[src/rtl/ntt_stage_ctrl.sv]
// ntt_stage_ctrl: per-stage butterfly pair address sequencer with latency-matched in-place write-back
module ntt_stage_ctrl #(
  parameter int N = 512,
  parameter int LOGN = 9,
  parameter int RD_LAT = 1,
  parameter int PE_LAT = 6
) (
  input  logic            clk,
  input  logic            rst,
  input  logic            start,
  input  logic            sel_ntt,
  input  logic [3:0]      stage,
  output logic            busy,
  output logic            done,
  output logic            err,
  output logic            pe_sel_ntt,
  output logic            rd_en,
  output logic [LOGN-1:0] ra_u,
  output logic [LOGN-1:0] ra_v,
  output logic            we,
  output logic [LOGN-1:0] wa_u,
  output logic [LOGN-1:0] wa_v
);
  localparam int D = RD_LAT + PE_LAT;
  localparam logic [LOGN-2:0] LAST = (LOGN-1)'(N/2 - 1);
  localparam logic [LOGN-2:0] DLAST = (LOGN-1)'(D - 1);
  localparam logic [3:0] SMAX = 4'(LOGN - 1);
  typedef enum logic [1:0] {IDLE, ISSUE, DRAIN, FIN} state_t;
  state_t st;
  logic [LOGN-2:0] i, pi;
  logic [3:0] bl, bs, pb;
  logic [LOGN-1:0] span, mask, ext, nu;
  logic [D-1:0] pv;
  logic [LOGN-1:0] pu [D];
  logic [LOGN-1:0] pw [D];
  // address of the next pair: insert a zero at bit b of the pair index
  always_comb begin
    bs = sel_ntt ? stage : SMAX - stage;
    pi = (st == ISSUE) ? i + 1'b1 : '0;
    pb = (st == ISSUE) ? bl : bs;
    span = LOGN'(1) << pb;
    mask = span - 1'b1;
    ext = {1'b0, pi};
    nu = ((ext & ~mask) << 1) | (ext & mask);
  end
  always_ff @(posedge clk) begin
    if (rst) begin
      st <= IDLE;
      i <= '0;
      bl <= '0;
      busy <= 1'b0;
      done <= 1'b0;
      err <= 1'b0;
      pe_sel_ntt <= 1'b0;
      rd_en <= 1'b0;
      ra_u <= '0;
      ra_v <= '0;
    end else begin
      done <= 1'b0;
      err <= 1'b0;
      case (st)
        ISSUE: begin
          if (i == LAST) begin
            st <= DRAIN;
            rd_en <= 1'b0;
            i <= '0;
          end else begin
            i <= pi;
            ra_u <= nu;
            ra_v <= nu | span;
          end
        end
        DRAIN: begin
          if (i == DLAST) begin
            st <= FIN;
            done <= 1'b1;
          end else begin
            i <= i + 1'b1;
          end
        end
        default: begin
          // FIN also accepts a start so consecutive stages run without a gap
          st <= IDLE;
          busy <= 1'b0;
          if (start && stage > SMAX) begin
            err <= 1'b1;
          end else if (start) begin
            st <= ISSUE;
            busy <= 1'b1;
            rd_en <= 1'b1;
            i <= '0;
            bl <= bs;
            pe_sel_ntt <= sel_ntt;
            ra_u <= nu;
            ra_v <= nu | span;
          end
        end
      endcase
    end
  end
  always_ff @(posedge clk) begin
    if (rst) begin
      pv <= '0;
      for (int k = 0; k < D; k++) begin
        pu[k] <= '0;
        pw[k] <= '0;
      end
    end else begin
      pv <= {pv[D-2:0], rd_en};
      pu[0] <= ra_u;
      pw[0] <= ra_v;
      for (int k = 1; k < D; k++) begin
        pu[k] <= pu[k-1];
        pw[k] <= pw[k-1];
      end
    end
  end
  assign we = pv[D-1];
  assign wa_u = pu[D-1];
  assign wa_v = pw[D-1];
endmodule

[config.mk]
export PLATFORM = sky130hd
export DESIGN_NAME = ntt_stage_ctrl
export DESIGN_NICKNAME = d
export VERILOG_FILES = /design/src/rtl/ntt_stage_ctrl.sv
export SDC_FILE = /design/constraint.sdc
export NUM_CORES = 1
export LEC_CHECK = 0
export CORE_AREA = 2 2 83 145
export DETAILED_ROUTE_END_ITERATION = 16
export DIE_AREA = 0 0 85 147
export PLACE_DENSITY = 0.69
export SLEW_MARGIN = 20
export SYNTH_ARGS = -nofsm -noshare
export SYNTH_HDL_FRONTEND = slang
export SYNTH_SLANG_ARGS = --single-unit
[constraint.sdc]
create_clock -name clk -period 2.7 [get_ports clk]
set_input_delay 0.27 -clock clk [delete_from_list [all_inputs] [get_ports clk]]
set_output_delay 0.27 -clock clk [all_outputs]
set_load 0.02 [all_outputs]
# Word level (Yosys, flattened, before mapping)
# Memory sizes are Yosys's and may differ from the RTL's.
# Cells that the tools add are included.
[word_totals] wordCells=107 output_inout_bits=42 mem_bits_rw=126 regBits=44 mem_count=2
[op_classes] magnitude_cmp=1 mux=46 n_shift=1 bitwise=22 n_eq_ne=10 add_sub_neg=3 reduce_logical=11
[memory_table] memory="pu" depth=7 width=9 rd=7 rd_clocked_by_memory_dff=0 write_ports=7 line="34" source="logic [LOGN-1:0] pu [D];"
[memory_table] memory="pw" depth=7 width=9 rd=7 rd_clocked_by_memory_dff=0 write_ports=7 line="35" source="logic [LOGN-1:0] pw [D];"
[ops] operator="two-way mux 9 bit" count=20
[ops] operator="two-way mux 8 bit" count=5
[ops] operator="case mux 9 bit (2 select lines)" count=2
[ops] operator="bitwise OR 9 bit" count=2
[ops] operator="case mux 8 bit (2 select lines)" count=1
[ops] operator="bitwise OR 1 bit" count=14
[ops] operator="two-way mux 1 bit" count=12
[ops] operator="AND 8 x 9 -> 9 bit" count=1
[ops] operator="<< shifter 1 x 4 -> 9 bit (first input constant)" count=1
[ops] operator="subtractor 9 x 1 -> 9 bit (second input constant)" count=1
[ops] operator="adder 8 x 1 -> 8 bit (second input constant)" count=1
[ops] operator="AND 8 bit" count=1
[ops] operator="equality test 8 x 3 -> 1 bit (second input constant)" count=1
[ops] operator="equality test 8 bit (second input constant)" count=1
[ops] operator="two-way mux 4 bit" count=2
[ops] operator="!= test 2 bit (second input constant)" count=4
[ops] operator="inverter 8 bit" count=1
[ops] operator="AND reduction 4 bit" count=2
[ops] operator="AND reduction 3 bit" count=2
[ops] operator="> comparator 4 bit (second input constant)" count=1
[ops] operator="two-way mux 2 bit" count=2
[ops] operator="case mux 2 bit (2 select lines)" count=1
[ops] operator="OR reduction 2 bit" count=2
[ops] operator="subtractor 4 bit (first input constant)" count=1
[ops] operator="other kinds (11)" count=13

# Depth between registers and ports, before layout
# Gate-level depths: netlist of run 1.
[depth] depth_word=12 mapped_depth=13

# Worst setup path after synthesis of run 1
# Ideal clock, no wire load.
[synth_timing] kind="register to register" startpoint="reg st[1]" endpoint="reg ra_u[6]" setup_slack_ns=0.136 arrival_time_ns=2.494 n_path_buf=1 path_stages_with_launch=10 setup_ns=0.070 required_ns=2.630 path_cell_list="dfxtp_1 -> inv_1 -> ha_1 -> mux2_2 -> a211oi_1 -> nand2_1 -> ha_1 -> clkbuf_1 -> or4_1 -> a21oi_1"
[synth_via] elab_chain_cells=10 word_cells_on_any_way=19 classes_between="1 x add/sub; 4 x eq/ne; 1 x shift; 6 x mux; 5 x bitwise; 2 x reduce/logical"
[synth_lines] element="start: declaration" line="29" source="state_t st;"
[synth_lines] element="start signal: assignment" line="48" source="st <= IDLE;"
[synth_lines] element="start signal: assignment" line="64" source="st <= DRAIN;"
[synth_lines] element="start signal: assignment" line="75" source="st <= FIN;"
[synth_lines] element="equality test 2 x 1 -> 1 bit" line="39, 40, 61"
[synth_lines] element="two-way mux 4 bit" line="40" source="pb = (st == ISSUE) ? bl : bs;"
[synth_lines] element="<< shifter 1 x 4 -> 9 bit" line="41" source="span = LOGN'(1) << pb;"
[synth_lines] element="subtractor 9 x 1 -> 9 bit" line="42" source="mask = span - 1'b1;"
[synth_lines] element="inverter 8 bit" line="44" source="nu = ((ext & ~mask) << 1) | (ext & mask);"
[synth_lines] element="AND 8 bit" line="44"
[synth_lines] element="bitwise OR 9 bit" line="44"
[synth_lines] element="two-way mux 9 bit" line="87" source="end else if (start) begin"
[synth_lines] element="two-way mux 9 bit" line="85" source="if (start && stage > SMAX) begin"
[synth_lines] element="case mux 9 bit (2 select lines)" line="61" source="case (st)"
[synth_lines] element="end signal: assignment" line="69" source="ra_u <= nu;"
[synth_lines] element="end signal: assignment" line="94" source="ra_u <= nu;"
[synth_lines] element="end: declaration" line="18" source="output logic [LOGN-1:0] ra_u,"
# Parallel ways exist; a longest one is shown, timed or not. The select of a mux whose other input is x is not followed.
# A chain may end at the register's enable or synchronous reset.

# Final worst setup path of run 1
[layout_timing] startpoint="in stage[0]" endpoint="reg ra_v[7]"
[layout_via] elab_chain_cells=12 word_cells_on_any_way=18 classes_between="2 x add/sub; 1 x order compare; 1 x eq/ne; 1 x shift; 6 x mux; 5 x bitwise; 2 x reduce/logical"
[layout_lines] element="start: declaration" line="12" source="input logic [3:0] stage,"
[layout_lines] element="subtractor 4 bit" line="38" source="bs = sel_ntt ? stage : SMAX - stage;"
[layout_lines] element="two-way mux 4 bit" line="38"
[layout_lines] element="two-way mux 4 bit" line="40"
[layout_lines] element="<< shifter 1 x 4 -> 9 bit" line="41"
[layout_lines] element="subtractor 9 x 1 -> 9 bit" line="42"
[layout_lines] element="inverter 8 bit" line="44"
[layout_lines] element="AND 8 bit" line="44"
[layout_lines] element="bitwise OR 9 bit" line="44"
[layout_lines] element="bitwise OR 9 bit" line="70, 95"
[layout_lines] element="two-way mux 9 bit" line="87"
[layout_lines] element="two-way mux 9 bit" line="85"
[layout_lines] element="case mux 9 bit (2 select lines)" line="61"
[layout_lines] element="end signal: assignment" line="70" source="ra_v <= nu | span;"
[layout_lines] element="end signal: assignment" line="95" source="ra_v <= nu | span;"
[layout_lines] element="end: declaration" line="19" source="output logic [LOGN-1:0] ra_v,"
# Parallel ways exist; a longest one is shown, timed or not. The select of a mux whose other input is x is not followed.

==> reports/results.txt, run 1 <==
detailed-route wire length per cell: 15.12 um
dominant register cell in the synthesized netlist: sky130_fd_sc_hd__dfxtp_1
final hold viol count: 0
number of buffers created by CTS: 17
number of standard cells after synthesis: 542
result of the run: finished clean
largest buffer count on any clock path: 2
Crit Path Class: input pin to flip-flop
cell at the root of the clock tree: sky130_fd_sc_hd__clkbuf_16
HPWL after DPL: 8.259 mm
Avg Vias per Cell: 5.072
Max-Cap Viols: 0
cell taking the most area after synthesis: sky130_fd_sc_hd__dfxtp_1
crit path launch type: input pin
maximum vdd ir drop: 0.0006831 V
dominant cell by count in the synthesized netlist: sky130_fd_sc_hd__dfxtp_1
Die H: 147 um
port buffer count: 49
standard-cell rows: 52
Post-synth EDFFs: 0
IO Pins: 50
synthesized netlist net count: 557
combined area of all synthesized cells: 5677 um2
pwr/cell area: 962.4 nW/um2
Avg Synthesized Cell Area: 10.47 um2
Crit path required time: 3.05 ns
yosys synthesis warning count: 0
area taken by flip-flops and latches: 3403 um2
reported leakage power: 2.787 nW
global placement routability congestion: 0.9557
first-pass GRT wire length: 18.64 mm
synthesis-stage register bit count: 170
total met3 wirelength after detailed routing: 341 um
type of the worst min-delay path: input pin to flip-flop
largest net degree at the start of global routing: 135
Worst Max-Slew Pin Slew: 0.5212 ns
P&R area growth vs syn: 25.15%
antenna fix cells: 0
post-CTS setup-driven buffer insertion count: 0
Final setup viols: 0
crit share post-route: 0.9057
setup slack of the critical path after layout: 0.2545 ns
number of global-route vias before repair: 3874
CP endpoint kind: flip-flop
remaining routing DRC violations: 0
fraction of final layout cells sized beyond drive strength 1: 0.1258
clock input transition at the sequential cells of the worst setup and hold paths: 0.07 ns
Setup TNS: 0 ns
clock latency on the worst-skew pair: 0.42 ns
Fillers: 950
count of different cell masters after synthesis: 54
area taken by multi-input logic gates: 2136 um2
detailed-route wire length on metal 1: 4.156 mm
via count: 3870
Layout Skew: 0.009041 ns
largest fanout of any net on the critical path: 7
portion of the post-synthesis area used by sequential elements: 0.5995
Arr. time, crit path: 2.79 ns
headroom to the max-slew limit: 0.6525
Clock Sink Count: 170
number of DRC markers after the initial detailed-route iteration: 114
unrepaired setup endpoints after global routing: false
clock tree from TritonCTS: built
die outline area: 12500 um2
count of antenna-violating nets left after detailed routing: 0
initial core utilization: 0.4986
maximum clock frequency: 0.4089 GHz
total count of max-transition violations in the final report: 0
placeable core area: 11390 um2
top area cells in the synthesized netlist: sky130_fd_sc_hd__dfxtp_1 (60%), sky130_fd_sc_hd__nor2b_1 (16%), sky130_fd_sc_hd__nor2_1 (2.2%)
highest routing layer actually used: met4
amount of wire on met2 after detailed routing: 6.200 mm
total wire length after detailed routing: 11.54 mm
ranking of synthesized cells by instance count: sky130_fd_sc_hd__dfxtp_1 (170), sky130_fd_sc_hd__nor2b_1 (142), sky130_fd_sc_hd__nor2_1 (34)
async set-or-reset flop fraction in the synthesized netlist: 0
Die W: 85 um
final layout net count: 631
share of Yosys cell area claimed by the top area cell type: 0.5995
total routing resource utilization after global routing: 0.1947
level count of the clock H-tree: 4
initial antenna violation count: 0
hold_buf cts: 0
minimum setup slack after placement: -0.2574 ns
aggregate global routing overflow: 0
minimum period implied by the final worst setup slack: 2.445 ns
drt first pass iters: 4
through the flow:
| stage | cells | area, um2 | hold slack [ns] | power, W | utilization |
|---|---|---|---|---|---|
| 2_1_floorplan | 542 | 5677 | 0.3534 | 0.003754 | - |
| 3_3_place_gp | 732 | 6485 | 0.4157 | 0.004424 | 0.5696 |
| 3_5_place_dp | 732 | 6485 | 0.4204 | 0.004435 | 0.5696 |
| 4_1_cts | 763 | 7094 | 0.2262 | 0.006906 | 0.6231 |
| 5_1_grt | 763 | 7104 | 0.2437 | 0.007162 | 0.6240 |
| 6_report | 763 | 7104 | 0.2381 | 0.006837 | 0.6240 |
cells by family after synthesis:
family	synth area share
buf+inv	0.02601
simple gates	0.2396
flops	0.5995
mux	0.01829
fa+ha+maj	0.01543
compound gates	0.09037
xor+xnor	0.01080
critical path, stage by stage:
cell                              delay (ns)
sky130_fd_sc_hd__clkdlybuf4s50_1        0.42
sky130_fd_sc_hd__buf_4                  0.15
sky130_fd_sc_hd__nor4_4                 0.29
sky130_fd_sc_hd__mux2_2                 0.40
sky130_fd_sc_hd__a21o_2                 0.24
sky130_fd_sc_hd__nand3_1                0.10
sky130_fd_sc_hd__ha_2                   0.26
sky130_fd_sc_hd__inv_1                  0.09
sky130_fd_sc_hd__a311oi_1               0.19
sky130_fd_sc_hd__a21bo_2                0.25
sky130_fd_sc_hd__a31oi_1                0.14
power breakdown:
group	switching, W	total (W)	internal, W
Combinational	0.000935	0.00161	0.000674
Clock	0.00101	0.00245	0.00144
Sequential	0.0000868	0.00278	0.00269
Total	0.00203	0.00684	0.00481
flip-flops by register name (all words and copies together) (netlist names), 2 cells and up:
signal and flops:
ra_u 9, pv 7, st 2, pu 63, i 8, bl 4
ra_v 9, pw 63
cell usage in the layout (no fill, tap or decap), types with 3 or more instances in the layout:
| cell type | netlist | final |
|---|---|---|
| sky130_fd_sc_hd__xor2_1 | 4 | 4 |
| sky130_fd_sc_hd__nor2b_1 | 142 | 142 |
| sky130_fd_sc_hd__inv_6 | 0 | 5 |
| sky130_fd_sc_hd__nand3b_1 | 3 | 3 |
| sky130_fd_sc_hd__nor2_1 | 34 | 34 |
| sky130_fd_sc_hd__clkdlybuf4s50_1 | 0 | 48 |
| sky130_fd_sc_hd__o21ai_0 | 12 | 12 |
| sky130_fd_sc_hd__a21oi_1 | 19 | 19 |
| sky130_fd_sc_hd__dfxtp_1 | 170 | 170 |
| sky130_fd_sc_hd__nand3_1 | 8 | 8 |
| sky130_fd_sc_hd__inv_1 | 15 | 15 |
| sky130_fd_sc_hd__a22oi_1 | 3 | 3 |
| sky130_fd_sc_hd__ha_1 | 7 | 5 |
| sky130_fd_sc_hd__mux2i_1 | 7 | 7 |
| sky130_fd_sc_hd__a211oi_1 | 7 | 6 |
| sky130_fd_sc_hd__nor3_1 | 7 | 7 |
| sky130_fd_sc_hd__o31ai_1 | 3 | 3 |
| sky130_fd_sc_hd__a2bb2oi_1 | 3 | 3 |
| sky130_fd_sc_hd__nand2b_1 | 4 | 4 |
| sky130_fd_sc_hd__nand2_1 | 18 | 18 |
| sky130_fd_sc_hd__or3_1 | 3 | 3 |
| sky130_fd_sc_hd__buf_4 | 0 | 28 |
| sky130_fd_sc_hd__xnor2_1 | 3 | 3 |
| sky130_fd_sc_hd__clkbuf_16 | 0 | 17 |
| sky130_fd_sc_hd__mux2_2 | 3 | 3 |
| sky130_fd_sc_hd__a31oi_1 | 6 | 6 |
cell type report:
class                   instances  area share
multi-input cells             334      0.3006
clock buffers                  19     0.06375
repair buffers                 78      0.1029
inverters                      15    0.007925
well taps                     135     0.02378
clock inverters                12     0.02201
flip-flops and latches        170      0.4790
path summary, 6_finish.rpt:
check,end,slack (ns),startpoint,depth (start not counted)
setup / recovery,ra_v[7],0.25,stage[0],11
setup reg to reg,ra_v[7],0.29,st[1],11
hold / removal,pu[1][5],0.24,rst,2
hold reg to reg,pw[6][2],0.43,pw[5][2],1
metal layers:
layer	up-vias	track usage
li1	1943	-
met1	1797	0.1844
met2	86	0.3508
met3	44	0.05056
met4	0	0.1413
met5	-	0
timing repair:
| item | 4_1_cts | 5_1_grt |
|---|---|---|
| gates resized for setup | 0 | 3 |
| hold endpoints to repair | 0 | 0 |
| setup endpoints to repair | 0 | 8 |
(Power assumes the default switching activity.)
==> run 2, diff against run 1 <==
ABC_CLOCK_PERIOD_IN_PS = 2700   (was unset)
CAP_MARGIN = 10   (was unset)
==> results of run 2 <==
Final layout, timing and power as in run 1 (identical DEF).
